[config.mk]
export PLATFORM = sky130hd
export DESIGN_NAME = countdown_timer
export DESIGN_NICKNAME = d
export VERILOG_FILES = /design/src/rtl/timer_pkg.sv /design/src/rtl/tick_prescaler.sv /design/src/rtl/countdown_timer.sv
export SDC_FILE = /design/constraint.sdc
export NUM_CORES = 1
export LEC_CHECK = 0
export BUFFER_PORTS_ARGS = -buffer_cell sky130_fd_sc_hd__buf_2
export CAP_MARGIN = 20
export CORE_AREA = 2 2 66 80
export DETAILED_ROUTE_END_ITERATION = 12
export DIE_AREA = 0 0 68 82
export PLACE_DENSITY = 0.69
export SLEW_MARGIN = 20
export SYNTH_ARGS = -nofsm -noshare
export SYNTH_HDL_FRONTEND = slang
export SYNTH_SLANG_ARGS = --single-unit
[constraint.sdc]
create_clock -name clk -period 2.3 [get_ports clk]
set_clock_uncertainty 0.2 [all_clocks]
set_input_delay 0.575 -clock clk [delete_from_list [all_inputs] [get_ports clk]]
set_output_delay 0.575 -clock clk [all_outputs]
set_load 0.005 [all_outputs]
[src/rtl/timer_pkg.sv]
// rtl/timer_pkg.sv - shared constants and helpers for the countdown timer
`timescale 1ns/1ps
package timer_pkg;

    localparam int CLK_HZ_DEFAULT = 50_000_000;
    localparam int SEC_W_DEFAULT  = 8;

    function automatic int cnt_width(input int hz);
        return (hz > 1) ? $clog2(hz) : 1;
    endfunction

endpackage

[src/rtl/tick_prescaler.sv]
// rtl/tick_prescaler.sv - divides clk into registered half-second and second ticks
`timescale 1ns/1ps
module tick_prescaler
    import timer_pkg::*;
#(
    parameter int CLK_HZ = CLK_HZ_DEFAULT
) (
    input  logic clk,
    input  logic async_nreset,
    input  logic enable,
    input  logic sync_clear,
    output logic half_second_elapsed,
    output logic second_elapsed,
    output logic wrap
);

    localparam int CNT_W = cnt_width(CLK_HZ);
    localparam logic [CNT_W-1:0] LAST      = CNT_W'(CLK_HZ - 1);
    localparam logic [CNT_W-1:0] HALF_LAST = CNT_W'(CLK_HZ / 2 - 1);

    generate
        if ((CLK_HZ % 2) != 0 || CLK_HZ < 2) begin : g_bad_clk_hz
            $error("tick_prescaler: CLK_HZ must be even and >= 2");
        end
    endgenerate

    logic [CNT_W-1:0] cnt;
    logic             half_pre;

    // wrap is the unregistered terminal count so the countdown moves in step with second_elapsed
    assign wrap     = enable && (cnt == LAST);
    assign half_pre = enable && ((cnt == HALF_LAST) || (cnt == LAST));

    always_ff @(posedge clk or negedge async_nreset) begin
        if (!async_nreset) begin
            cnt                 <= '0;
            half_second_elapsed <= 1'b0;
            second_elapsed      <= 1'b0;
        end else if (sync_clear) begin
            cnt                 <= '0;
            half_second_elapsed <= 1'b0;
            second_elapsed      <= 1'b0;
        end else begin
            half_second_elapsed <= half_pre;
            second_elapsed      <= wrap;
            if (enable) begin
                cnt <= wrap ? '0 : cnt + CNT_W'(1);
            end
        end
    end

endmodule

[src/rtl/countdown_timer.sv]
// rtl/countdown_timer.sv - loadable seconds countdown with warning window and expiry
`timescale 1ns/1ps
module countdown_timer
    import timer_pkg::*;
#(
    parameter int CLK_HZ   = CLK_HZ_DEFAULT,
    parameter int SEC_W    = SEC_W_DEFAULT,
    parameter int WARN_SEC = 10
) (
    input  logic             clk,
    input  logic             async_nreset,
    input  logic             enable,
    input  logic             clear,
    input  logic             load,
    input  logic [SEC_W-1:0] load_value,
    output logic             half_second_elapsed,
    output logic             second_elapsed,
    output logic [SEC_W-1:0] seconds_left,
    output logic             warn,
    output logic             done,
    output logic             expired
);

    logic wrap;

    tick_prescaler #(
        .CLK_HZ(CLK_HZ)
    ) u_prescaler (
        .clk                (clk),
        .async_nreset       (async_nreset),
        .enable             (enable),
        .sync_clear         (clear | load),
        .half_second_elapsed(half_second_elapsed),
        .second_elapsed     (second_elapsed),
        .wrap               (wrap)
    );

    always_ff @(posedge clk or negedge async_nreset) begin
        if (!async_nreset) begin
            seconds_left <= '0;
            done         <= 1'b0;
            expired      <= 1'b0;
        end else if (clear) begin
            seconds_left <= '0;
            done         <= 1'b0;
            expired      <= 1'b0;
        end else if (load) begin
            seconds_left <= load_value;
            done         <= 1'b0;
            expired      <= 1'b0;
        end else begin
            done <= 1'b0;
            // holds at zero: no wrap, and a zero load never reaches the 1->0 step
            if (wrap && (seconds_left != '0)) begin
                seconds_left <= seconds_left - SEC_W'(1);
                if (seconds_left == SEC_W'(1)) begin
                    done    <= 1'b1;
                    expired <= 1'b1;
                end
            end
        end
    end

    assign warn = (seconds_left != '0) && (seconds_left <= SEC_W'(WARN_SEC));

endmodule

; After elaboration in Yosys (flattened, before gate mapping)
; Index checks and enable logic that the tools add are counted.
; W data, S select, Z words.
[op_classes]
addsub = 2
n_mul = 0
n_div = 0
n_lt_le_gt_ge = 1
eq_ne = 3
shifts = 0
mux = 16
bitwise = 1
n_reduce_logical = 10
[ops]
columns = op, count
row1 = $mux W26, 3
row2 = $add A26 B1 Y26 const B, 1
row3 = $eq A26 B25 Y1 const B, 1
row4 = $eq A26 B26 Y1 const B, 1
row5 = $mux W8, 3
row6 = $mux W1, 10
row7 = $eq A8 B1 Y1 const B, 1
row8 = $le A8 B4 Y1 const B, 1
row9 = $reduce_bool A8 Y1, 1
row10 = $sub A8 B1 Y8 const B, 1
row11 = $reduce_bool A3 Y1, 2
row12 = $logic_and A1 B1 Y1, 4
row13 = $reduce_and A2 Y1, 1
row14 = $reduce_bool A2 Y1, 1
row15 = $logic_or A1 B1 Y1, 1
row16 = $or A1 B1 Y1, 1
[word_totals]
regBits = 38
latch_bits = 0
ramBits = 0
rom_bits = 0
inputBits = 13
output_inout_bits = 13
wordCells = 39
memories = 0

; Logic depth before layout (Yosys ltp)
[logic_depth]
word_depth = 6
depth_mapped = 7
depth_no_buf = 7

; Cells and area by module
; From an unflattened synthesis, not the netlist that was laid out.
[unflattened]
cells_unflattened = 280
hier_area_um2 = 2498.6
[by_module_without_submodules]
columns = module, n_inst, cells_each, area_each_um2, seq_area_each_um2
row1 = tick_prescaler, 1, 195, 1759.2, 700.7
row2 = countdown_timer, 1, 85, 739.5, 250.2

; Worst setup path before layout
; OpenSTA, ideal clock, no wires.
[synth_path]
path_kind = reg-to-reg
startpoint = register u_prescaler.cnt[10]
endpoint = register seconds_left[1]
setup_ns = 0.126
t_arrival_ns = 1.708
required_ns = 1.974
path_slack_ns = 0.266
path_stages_with_launch = 6
n_path_buf = 0
synth_period_minus_slack_ns = 2.034
path_cell_list = dfrtp_1 > nor4_2 > nand4_2 > nor3b_1 > nor4_1 > a221o_1
[synth_between]
elab_chain_len = 4
[synth_lines]
columns = element, line
row1 = "start, declared", tick_prescaler.sv:27  ; logic [CNT_W-1:0] cnt;
row2 = "start signal, assigned", tick_prescaler.sv:47  ; cnt <= wrap ? '0 : cnt + CNT_W'(1);
row3 = $eq A26 B26 Y1, tick_prescaler.sv:31  ; assign wrap = enable && (cnt == LAST);
row4 = $logic_and A1 B1 Y1, tick_prescaler.sv:31
row5 = $logic_and A1 B1 Y1, countdown_timer.sv:54  ; if (wrap && (seconds_left != '0)) begin
row6 = $reduce_bool A3 Y1 (no source line), --
row7 = "end signal, assigned", countdown_timer.sv:48  ; seconds_left <= load_value;
row8 = "end signal, assigned", countdown_timer.sv:55  ; seconds_left <= seconds_left - SEC_W'(1);
row9 = "end, declared", countdown_timer.sv:18  ; output logic [SEC_W-1:0] seconds_left,
; No other way between the ends.
; A chain may end at the register's enable or synchronous reset.

; Worst setup path after layout
[layout_path]
startpoint = register seconds_left[4]
endpoint = output warn
[layout_between]
elab_chain_len = 2
elab_cells_between_ends = 3
classes_between = order compare (1) / reduce/logical (2)
[layout_lines]
columns = element, line
row1 = $le A8 B4 Y1 or $reduce_bool A8 Y1 (tied branches), countdown_timer.sv:64  ; assign warn = (seconds_left != '0) && (seconds_left <= SEC_W'(WARN_SEC));
row2 = $logic_and A1 B1 Y1 *, countdown_timer.sv:64
row3 = "end, declared", countdown_timer.sv:19  ; output logic warn,
; Mark *: on every way between the ends. The rest lies on a longest branch, timed or not.

==> flow_metrics.tcl <==
set metrics [dict create \
    placed_cell_area_mm2 0.00260 \
    relSlewSlack 0.488 \
    clock_path_buffers 2 \
    grt_setup_unrepaired "true" \
    clk_pin_slew_ns 0.07 \
    antenna_found_initial 0 \
    synth.distinct_cells 55 \
    min_period_ns 2.28 \
    synth_area_leader_cell "dfrtp_1" \
    syn_area_per_cell_um2 9.24 \
    drt-initial-drc-count 120 \
    antennaDiodeCount 0 \
    synth_area_mm2 0.00231 \
    synth_edf_count 0 \
    crit_required_ns 1.52 \
    synthMostInstantiatedCell "dfrtp_1" \
    place_ws_ns 0.0671 \
    num_rows 28 \
    vias 2058 \
    power_leakage_nw 1.23 \
    critical_path.startpoint "seconds_left[4]" \
    worst_pin_slew_ns 0.761 \
    dp_hpwl_um 3930 \
    worst-path-max-fanout 5 \
    routabilityCongestion 0.845 \
    syn_inst 250 \
    timing.final.ws_setup_ns 0.0180 \
    p_seq_frac 0.485 \
    die_area_mm2 0.00558 \
    dieHeight_um 82 \
    top_layer_used "met4" \
    cts_root_buf "clkbuf_8" \
    ys.flop_type "dfrtp_1" \
    critPathKind "reg -> out" \
    worst_ir_drop_vdd_mv 0.345 \
    ys_ff_latch 38 \
    critPathLaunchType "flip-flop" \
    grt_pass1_wl_um 9290 \
    fin_area_mm2 0.00282 \
    cts_inserted_buffers 5 \
    finalHoldViolCount 8 \
    power_switching_mw 0.350 \
    drt_first_pass_iters 4 \
    finalCritPeriodShare 0.992 \
    fin_nets 318 \
    synth_top_area_frac 0.412 \
    wl_met3_um 161 \
    synth-warning-count 0 \
    p_sw_frac 0.245 \
    drv_cap 0 \
    wl_met2_um 2750 \
    numPortBuffers 25 \
    r2r_start "seconds_left[4]" \
    cts_tree "done" \
    grt_pass1_vias 1903 \
    drive_above_1_share 0.286 \
    routedWlPerCell_um 15.0 \
    slew_viol_final 0 \
    outcome "finished, violations left" \
    setup_viol 0 \
    min_path_type "in -> async" \
    synth_commonest_cells "dfrtp_1 (38), nor2_1 (27), nand2_1 (17), nand3_1 (15), a21oi_1 (13)" \
    synth_nets 268 \
    worst_hold_slack_ns -0.00278 \
    wl_met1_um 2400 \
    vias_per_cell 5.70 \
    clock_sinks 38 \
    die_w_um 68 \
    violations "hold timing" \
    p_total_mw 1.43 \
    overflow 0 \
    crit_path_end_kind "primary output" \
    initial_utilization 0.478 \
    fin_util 0.583 \
    p_int_mw 1.08 \
    worstPathArrival_ns 1.51 \
    track_usage 0.222 \
    htreeDepth 2 \
    synth_seq_area_share 0.412 \
    drt-total-wl_um 5420 \
    clockPowerShare 0.390 \
    max_freq_mhz 438 \
    area_growth_pct 22.1 \
    worst_skew_pair.late_latency_ns 0.30 \
    p_per_area_mw_per_mm2 507 \
    drtAntennaViolNets 0 \
    io_pins 26 \
    fp.coreArea_mm2 0.00483 \
    drc 0 \
    pwr-share-comb 0.125 \
    tns_ns 0 \
    grt_max_degree 23 \
    synthTopCellsByArea "dfrtp_1 (41%), nor2_1 (4.4%), xor2_1 (3.8%)" \
    synthArstFlopShare 1.00 \
]
[worst paths after layout]
path	end	slack, ns	cells past startpoint
min	u_prescaler.cnt[13]	-0.003	1
min in group clk	expired	0.30	1
max	warn	0.02	3
max in group asynchronous	seconds_left[1]	1.45	2
min reg2reg	expired	0.30	1
max reg2reg	seconds_left[5]	0.12	6
[cell type report]
type                    count  area (um2)
fillers                   450        2010
multi-input cells         193        1310
flip-flops and latches     38         953
repair buffers             50         325
well taps                  60        75.1
clock buffers               5        68.8
inverters                  12        45.0
clock inverters             3        40.0
[sequential cells by signal, summed over array words and instances, names as in the netlist]
signal / cells
u_prescaler.second_elapsed: 1
expired: 1
seconds_left: 8
done: 1
u_prescaler.half_second_elapsed: 1
u_prescaler.cnt: 26
[worst max-delay path, stage by stage (launching register included)]
cell     delay, ns
dfrtp_2       0.44
or4_4         0.56
nor2_2        0.09
buf_2         0.11
[stage by stage]
stage / hold WS (ns) / std cells
5_1_grt: 0.0215 / 361
3_5_place_dp: 0.279 / 342
4_1_cts: 0.00249 / 352
6_report: -0.00278 / 361
2_1_floorplan: 0.0794 / 250
3_3_place_gp: 0.278 / 342
[per-layer routing]
layer | GRT usage | vias to the layer above
met3 | 0.0384 | 9
li1 | - | 1029
met5 | 0 | -
met2 | 0.350 | 43
met4 | 0.0880 | 0
met1 | 0.299 | 977
[what timing repair did]
action,CTS,global route
setup buffers,2,9
hold buffers,0,0
gates resized for setup,2,9
endpoints found under the setup margin,1,7
pin swaps,0,3
[power by group through the flow]
stage | clock [mW] | combinational, mW | sequential (mW)
2_1_floorplan | 0 | 0.0805 | 0.704
3_3_place_gp | 0 | 0.148 | 0.706
3_5_place_dp | 0 | 0.151 | 0.706
4_1_cts | 0.577 | 0.158 | 0.692
5_1_grt | 0.598 | 0.200 | 0.695
6_report | 0.558 | 0.179 | 0.694
[cells in the final DEF, fill, tap and decap left out, drive strengths merged, types with 6 or more instances in the layout]
cell | synthesis | routed
inv | 12 | 12
dfrtp | 38 | 38
buf | 2 | 50
a21oi | 13 | 13
nand2 | 18 | 18
nor2 | 28 | 28
nor4 | 7 | 7
nand3 | 15 | 15
xnor2 | 6 | 6
nand4 | 10 | 10
and4 | 6 | 6
xor2 | 10 | 10
nor3 | 10 | 10
[cell families (layout without fill, tap and decap cells)]
family / after synthesis / after routing / share of synthesized area
compound gates: 41 / 41 / 0.126
xor+xnor: 16 / 16 / 0.0607
fa+ha+maj: 5 / 5 / 0.0271
buf+inv: 19 / 70 / 0.0325
flops: 38 / 38 / 0.412
mux: 2 / 2 / 0.00921
simple gates: 129 / 129 / 0.333
No activity file was read; power rests on OpenSTA's default activity.
